**config.mk**
```make
export PLATFORM = sky130hd
export DESIGN_NAME = axi_rd_arbiter
export DESIGN_NICKNAME = d
export VERILOG_FILES = /design/src/rtl/axi_rd_arbiter.sv
export SDC_FILE = /design/constraint.sdc
export NUM_CORES = 1
export LEC_CHECK = 0
export BUFFER_PORTS_ARGS = -buffer_cell sky130_fd_sc_hd__buf_2
export CORE_AREA = 2 2 90 92
export CTS_CLUSTER_SIZE = 28
export DETAILED_ROUTE_END_ITERATION = 7
export DIE_AREA = 0 0 92 94
export PLACE_DENSITY = 0.79
export SETUP_SLACK_MARGIN = 0.05
export SYNTH_ARGS = -nofsm -noshare
export SYNTH_HDL_FRONTEND = slang
export SYNTH_SLANG_ARGS = --single-unit
```
**constraint.sdc**
```tcl
create_clock -name clk -period 2.3 [get_ports clk]
set_clock_uncertainty 0.05 [all_clocks]
set_input_delay 0.345 -clock clk [delete_from_list [all_inputs] [get_ports clk]]
set_output_delay 0.345 -clock clk [all_outputs]
set_load 0.02 [all_outputs]
```
**src/rtl/axi_rd_arbiter.sv**
```systemverilog
// Two-master AXI read arbiter, one outstanding read: AR forwarded 1 cycle after grant, R beats routed with 0-cycle latency.
// R backpressure comes straight from the granted master; define ARB_ROUND_ROBIN_EN for round-robin, else fixed M0 priority.
module axi_rd_arbiter #(
  parameter int IDW = 4,
  parameter int AW  = 32,
  parameter int DW  = 32,
  parameter int LW  = 4,
  parameter int SW  = 3,
  localparam int PW  = IDW + AW + LW + SW + 2,
  localparam int RSW = IDW + 1 + DW + 3,
  localparam int RMW = IDW + DW + 3
) (
  input  logic           clk,
  input  logic           rst,
  input  logic [PW-1:0]  ARPAY_M0,
  input  logic           ARVALID_M0,
  output logic           ARREADY_M0,
  input  logic [PW-1:0]  ARPAY_M1,
  input  logic           ARVALID_M1,
  output logic           ARREADY_M1,
  output logic [PW:0]    ARPAY_S,
  output logic           ARVALID_S,
  input  logic           ARREADY_S,
  input  logic [RSW-1:0] RPAY_S,
  input  logic           RVALID_S,
  output logic           RREADY_S,
  output logic [RMW-1:0] RPAY_M,
  output logic           RVALID_M0,
  input  logic           RREADY_M0,
  output logic           RVALID_M1,
  input  logic           RREADY_M1,
  output logic           RERR
);

  typedef enum logic [1:0] {IDLE, ADDR, DATA} state_t;

  state_t      state;
  logic        grant;
  logic [LW:0] beat_cnt;
`ifdef ARB_ROUND_ROBIN_EN
  logic        last_grant;
`endif

  logic          any_req;
  logic          win;
  logic          take;
  logic          in_data;
  logic          beat;
  logic          r_last;
  logic          r_gnt;
  logic [LW:0]   len_ext;
  logic          err_now;

  assign any_req = ARVALID_M0 | ARVALID_M1;

`ifdef ARB_ROUND_ROBIN_EN
  assign win = (ARVALID_M0 & ARVALID_M1) ? ~last_grant : ARVALID_M1;
`else
  assign win = ~ARVALID_M0;
`endif

  // Handshake and routing are gated by rst so every output drops the moment reset asserts.
  assign take       = rst & (state == IDLE) & any_req;
  assign ARREADY_M0 = take & ~win;
  assign ARREADY_M1 = take & win;

  assign in_data   = rst & (state == DATA);
  assign RVALID_M0 = in_data & ~grant & RVALID_S;
  assign RVALID_M1 = in_data & grant & RVALID_S;
  assign RREADY_S  = in_data & (grant ? RREADY_M1 : RREADY_M0);
  assign RPAY_M    = in_data ? RPAY_S[RMW-1:0] : '0;

  assign beat    = RVALID_S & RREADY_S;
  assign r_last  = RPAY_S[0];
  assign r_gnt   = RPAY_S[RSW-1];
  assign len_ext = {1'b0, ARPAY_S[SW+2 +: LW]};

  // Beat index must hit ARLEN exactly on RLAST, and the echoed grant bit must match.
  assign err_now = (r_last && (beat_cnt != len_ext))
                || (!r_last && (beat_cnt == len_ext))
                || (r_gnt != grant);

  always_ff @(posedge clk or negedge rst) begin
    if (!rst) begin
      state     <= IDLE;
      grant     <= 1'b0;
      beat_cnt  <= '0;
      RERR      <= 1'b0;
      ARVALID_S <= 1'b0;
      ARPAY_S   <= '0;
`ifdef ARB_ROUND_ROBIN_EN
      last_grant <= 1'b1;
`endif
    end else begin
      case (state)
        IDLE: begin
          if (any_req) begin
            grant     <= win;
            ARPAY_S   <= {win, (win ? ARPAY_M1 : ARPAY_M0)};
            ARVALID_S <= 1'b1;
            state     <= ADDR;
          end
        end
        ADDR: begin
          if (ARREADY_S) begin
            ARVALID_S <= 1'b0;
            beat_cnt  <= '0;
            state     <= DATA;
          end
        end
        DATA: begin
          if (beat) begin
            if (beat_cnt != '1) beat_cnt <= beat_cnt + 1'b1;
            if (err_now) RERR <= 1'b1;
            if (r_last) begin
              state <= IDLE;
`ifdef ARB_ROUND_ROBIN_EN
              last_grant <= grant;
`endif
            end
          end
        end
        default: state <= IDLE;
      endcase
    end
  end

endmodule

```
# After elaboration in Yosys (flattened, before gate mapping)
# Index checks and enable logic that the tools add are counted.
[totals]
reg_bits = 56
in_bits = 138
[classes]
n_addsub = 1
n_eq_ne = 11
mux = 15
bitwise_logic = 14
reduce_logical = 13
[op_table]
columns = ["cell", "n"]
rows = [
  ["45-bit 2-to-1 mux", 1],
  ["39-bit 2-to-1 mux", 1],
  ["5-bit 2-to-1 mux", 3],
  ["1-bit AND", 11],
  ["5-bit one-hot mux with 2 select lines", 1],
  ["2-bit 2-to-1 mux", 4],
  ["2-bit != test, second input constant", 4],
  ["4-bit AND reduction", 2],
  ["2-bit one-hot mux with 3 select lines", 1],
  ["3-bit AND reduction", 2],
  ["5-bit by 1-bit adder with 5-bit output, second input constant", 1],
  ["5-bit by 4-bit == test with 1-bit output", 1],
  ["5-bit by 4-bit != test with 1-bit output", 1],
  ["5-bit != test, second input constant", 1],
  ["2-bit nonzero test", 2],
  ["1-bit 2-to-1 mux", 3],
  ["2-bit by 1-bit == test with 1-bit output, second input constant", 1],
  ["2-bit == test, second input constant", 1],
  ["1-bit logical AND", 2],
  ["2-bit logical NOT", 1],
  ["1-bit logical OR", 2],
  ["2-bit by 1-bit != test with 1-bit output, second input constant", 1],
  ["1-bit NOT", 2],
  ["1-bit one-hot mux with 2 select lines", 1],
  ["4 further kinds", 4],
]

# Logic depth before layout (Yosys ltp)
[depth]
depth_word = 6
mapped_depth = 7
mapped_depth_nobuf = 7

# Worst setup path after synthesis
# Ideal clock, no wire load.
[synth_timing]
path_kind = "reg-to-reg"
from = "register beat_cnt[0]"
to = "register beat_cnt[3]"
t_arrival_ns = 1.969
required_ns = 2.181
slack_ns = 0.213
stages_incl_launch_ff = 8
n_path_buf = 0
synth_period_minus_slack_ns = 2.087
path_cell_list = "dfrtp_1 > ha_1 > and3_1 > ha_1 > nor3b_4 > a41oi_4 > or4_1 > nand3_1"
[synth_between]
elab_chain_len = 4
[synth_lines]
columns = ["item", "line", "text"]
rows = [
  ["from (decl)", "39", "logic [LW:0] beat_cnt;"],
  ["from (signal assigned)", "113", "if (beat_cnt != '1) beat_cnt <= beat_cnt + 1'b1;"],
  ["5-bit by 1-bit adder with 5-bit output", "113", ""],
  ["5-bit 2-to-1 mux", "113", ""],
  ["5-bit 2-to-1 mux", "112", "if (beat) begin"],
  ["5-bit one-hot mux with 2 select lines", "95", "case (state)"],
]
# Several ways; a longest one is shown, not always the timed one. The select of a mux whose other input is x is not followed.
# A chain may end at the register's enable or synchronous reset.

# Worst setup path after layout
[layout_timing]
from = "register state[0]"
to = "output RVALID_M1"
[layout_between]
elab_chain_len = 4
[layout_lines]
columns = ["item", "line", "text"]
rows = [
  ["from (decl)", "37", "state_t state;"],
  ["from (signal assigned)", "85", "state <= IDLE;"],
  ["from (signal assigned)", "101", "state <= ADDR;"],
  ["from (signal assigned)", "108", "state <= DATA;"],
  ["2-bit == test", "67", "assign in_data = rst & (state == DATA);"],
  ["1-bit AND", "67", ""],
  ["1-bit AND (2 in series)", "69", "assign RVALID_M1 = in_data & grant & RVALID_S;"],
  ["to (decl)", "30", "output logic RVALID_M1,"],
]
# No other way between the ends.

==> results_dict.tcl <==
set metrics [dict create \
    powerDensity_mw_per_mm2 1040 \
    drv_cap 0 \
    row_count 32 \
    yosysWarnings 0 \
    setup-tns-final_ns 0 \
    synth_nets 453 \
    die_w_um 92 \
    die_h_um 94 \
    power_w 0.00452 \
    first_pass_iters 4 \
    syn_area_per_cell_um2 9.49 \
    synth_top_area_share_pct 46.3 \
    max_slew_margin_pct 54.4 \
    io_buffers 229 \
    numClockSinks 55 \
    globalplace.congestion 0.771 \
    antenna_found_initial 1 \
    grt_pass1_vias 2944 \
    required_ns 1.90 \
    yosys_register_bits 55 \
    clk_pin_slew_ns 0.09 \
    htreeDepth 2 \
    cp_max_fo 43 \
    drv_slew 0 \
    synth.area.top_cells "dfrtp_1 46%, mux2i_1 15%, and2_1 8.4%, nand2_1 7.2%, o21ai_0 7.1%" \
    wl_met1_um 3190 \
    grt_remaining_overflow 0 \
    routed_wl_um 8980 \
    max-vdd-ir-drop_mv 0.505 \
    grt_start_max_net_pins 95 \
    grt_pass1_wl_um 13600 \
    core_mm2 0.00761 \
    ys_seq_area_share_pct 46.3 \
    ioPinCount 230 \
    routed.top_layer "met4" \
    wl_met2_um 5000 \
    synth.distinct_cells 35 \
    path_cells "and3b_1 > buf_6 > and3_1 > buf_2" \
    dieArea_mm2 0.00865 \
    routedWlPerCell_um 14.0 \
    drtIter0Drc 91 \
    path_class "flip-flop to output pin" \
    endpoint_kind "output pin" \
    cts_tree "done" \
    startpoint_type "flip-flop" \
    fmax_mhz 472 \
    via_per_inst 4.69 \
    status "finished, final reports clean" \
    worst_pin_slew_ns 0.666 \
    synth_area_leader_cell "dfrtp_1" \
    ant_nets 0 \
    fin_util_pct 56.9 \
    max_stage_delay_ns 0.49 \
    area_growth_syn_to_layout_pct 45.8 \
    cts_buffers 5 \
    vias 2999 \
    design_area_mm2 0.00433 \
    whs_ns 0.229 \
    drcViolationCount 0 \
    dr_wl_met3_um 635 \
    crit_slowest_cell "dfrtp_1" \
    hold_viol_final 0 \
    track_usage_pct 20.0 \
    cp.arrival_ns 1.72 \
    place_area_mm2 0.00422 \
    synth_area_mm2 0.00297 \
    drive_gt1_share_pct 46.6 \
    root_buffer "clkbuf_8" \
    p_leak_nw 2.48 \
    hp-class "primary input to flip-flop" \
    synthCells 313 \
    nNetsFinal 678 \
    dp_hpwl_um 7390 \
    grt_setup_unrepaired "no" \
    fin_crit_ns 2.12 \
    clk_latency_ns 0.29 \
    fin_crit_sh_pct 92.2 \
    initial_core_util_pct 39.0 \
    finalSetupViolCount 0 \
    clk_path_buf_depth 2 \
]
-- worst max-delay path: cells and delay by family (launching register included) --
kind,cells,cell delay [ns]
flip-flops,1,0.49
AND/OR/NAND/NOR,2,0.52
buffers and inverters,2,0.41
-- synthesized netlist by cell type (all sizes together) --
master	n
nand2	57
dfrtp	55
o21ai	53
mux2i	45
and2	40
clkbuf	12
buf	10
and3	4
inv	4
nand3	4
nor3b	4
nor2	3
and3b	2
ha	2
nor2b	2
a2111oi	1
a21o	1
a21oi	1
a222oi	1
a41oi	1
and2b	1
mux2	1
nand2b	1
nand3b	1
nand4	1
o22ai	1
or2b	1
or3	1
or4	1
xnor2	1
xor2	1
-- sequential cells by signal (all words and copies together), names as in the netlist --
name,cells
ARVALID_S,1
RERR,1
state,2
ARPAY_S,46
beat_cnt,5
-- through the flow --
step | std cells | setup WS, ns
CTS | 637 | 0.0538
global route | 640 | 0.0662
floorplan | 313 | 0.213
detailed placement | 630 | 0.0786
finish | 640 | 0.180
global placement | 630 | 0.137
-- cell usage in the layout (no fill, tap or decap), types with 4 or more instances in the layout --
cell	instances
nand3_1	4
and2_1	40
buf_4	8
and3_1	4
buf_2	229
o21ai_0	42
nand2_1	57
dfrtp_1	54
clkbuf_8	5
mux2i_1	45
o21ai_1	10
inv_1	4
-- layout make-up --
class	instances	area [µm²]
inverters	4	15.0
diodes	1	2.50
well taps	102	128
fillers	718	3280
multi-input cells	232	1490
repair buffers	240	1250
flip-flops and latches	55	1380
clock buffers	6	72.6
-- kinds of logic (layout without fill, tap and decap cells) --
family	after synthesis	after routing	synth area share [%]
buffers and inverters	26	250	4.00
xor gates and xnor gates	2	2	0.590
and+or+nand+nor	123	123	21.6
DFF	55	55	46.3
AOI/OAI and AO/OA	59	59	11.1
other	0	1	0
adders and majority gates	2	2	0.842
muxes	46	46	15.5
-- per-layer routing --
metal	global-route usage (%)	up-vias
met2	41.0	129
li1	-	1505
met3	4.57	15
met4	5.85	0
met1	19.8	1350
met5	0	-
-- repair_timing --
item	CTS	global route
setup endpoints to repair	0	30
resized for setup	0	3
hold buffers	1	0
hold endpoints to repair	10	0
setup buffers	0	2
-- path summary, 6_finish.rpt --
path,startpoint,end,slack (ns),depth (start not counted)
min in group asynchronous,rst,ARPAY_S[17],0.48,3
hold / removal,ARREADY_S,state[0],0.23,2
setup reg to reg,beat_cnt[0],beat_cnt[3],0.19,7
hold reg to reg,ARPAY_S[44],ARPAY_S[44],0.43,2
setup / recovery,state[0],RVALID_M1,0.18,4
max in group asynchronous,rst,beat_cnt[0],0.88,4
-- power breakdown --
part	switching (W)	internal, W
Clock	0.000280	0.000204
Combinational	0.00149	0.000857
Sequential	0.000278	0.00140
Power figures use the tool's default switching activity.
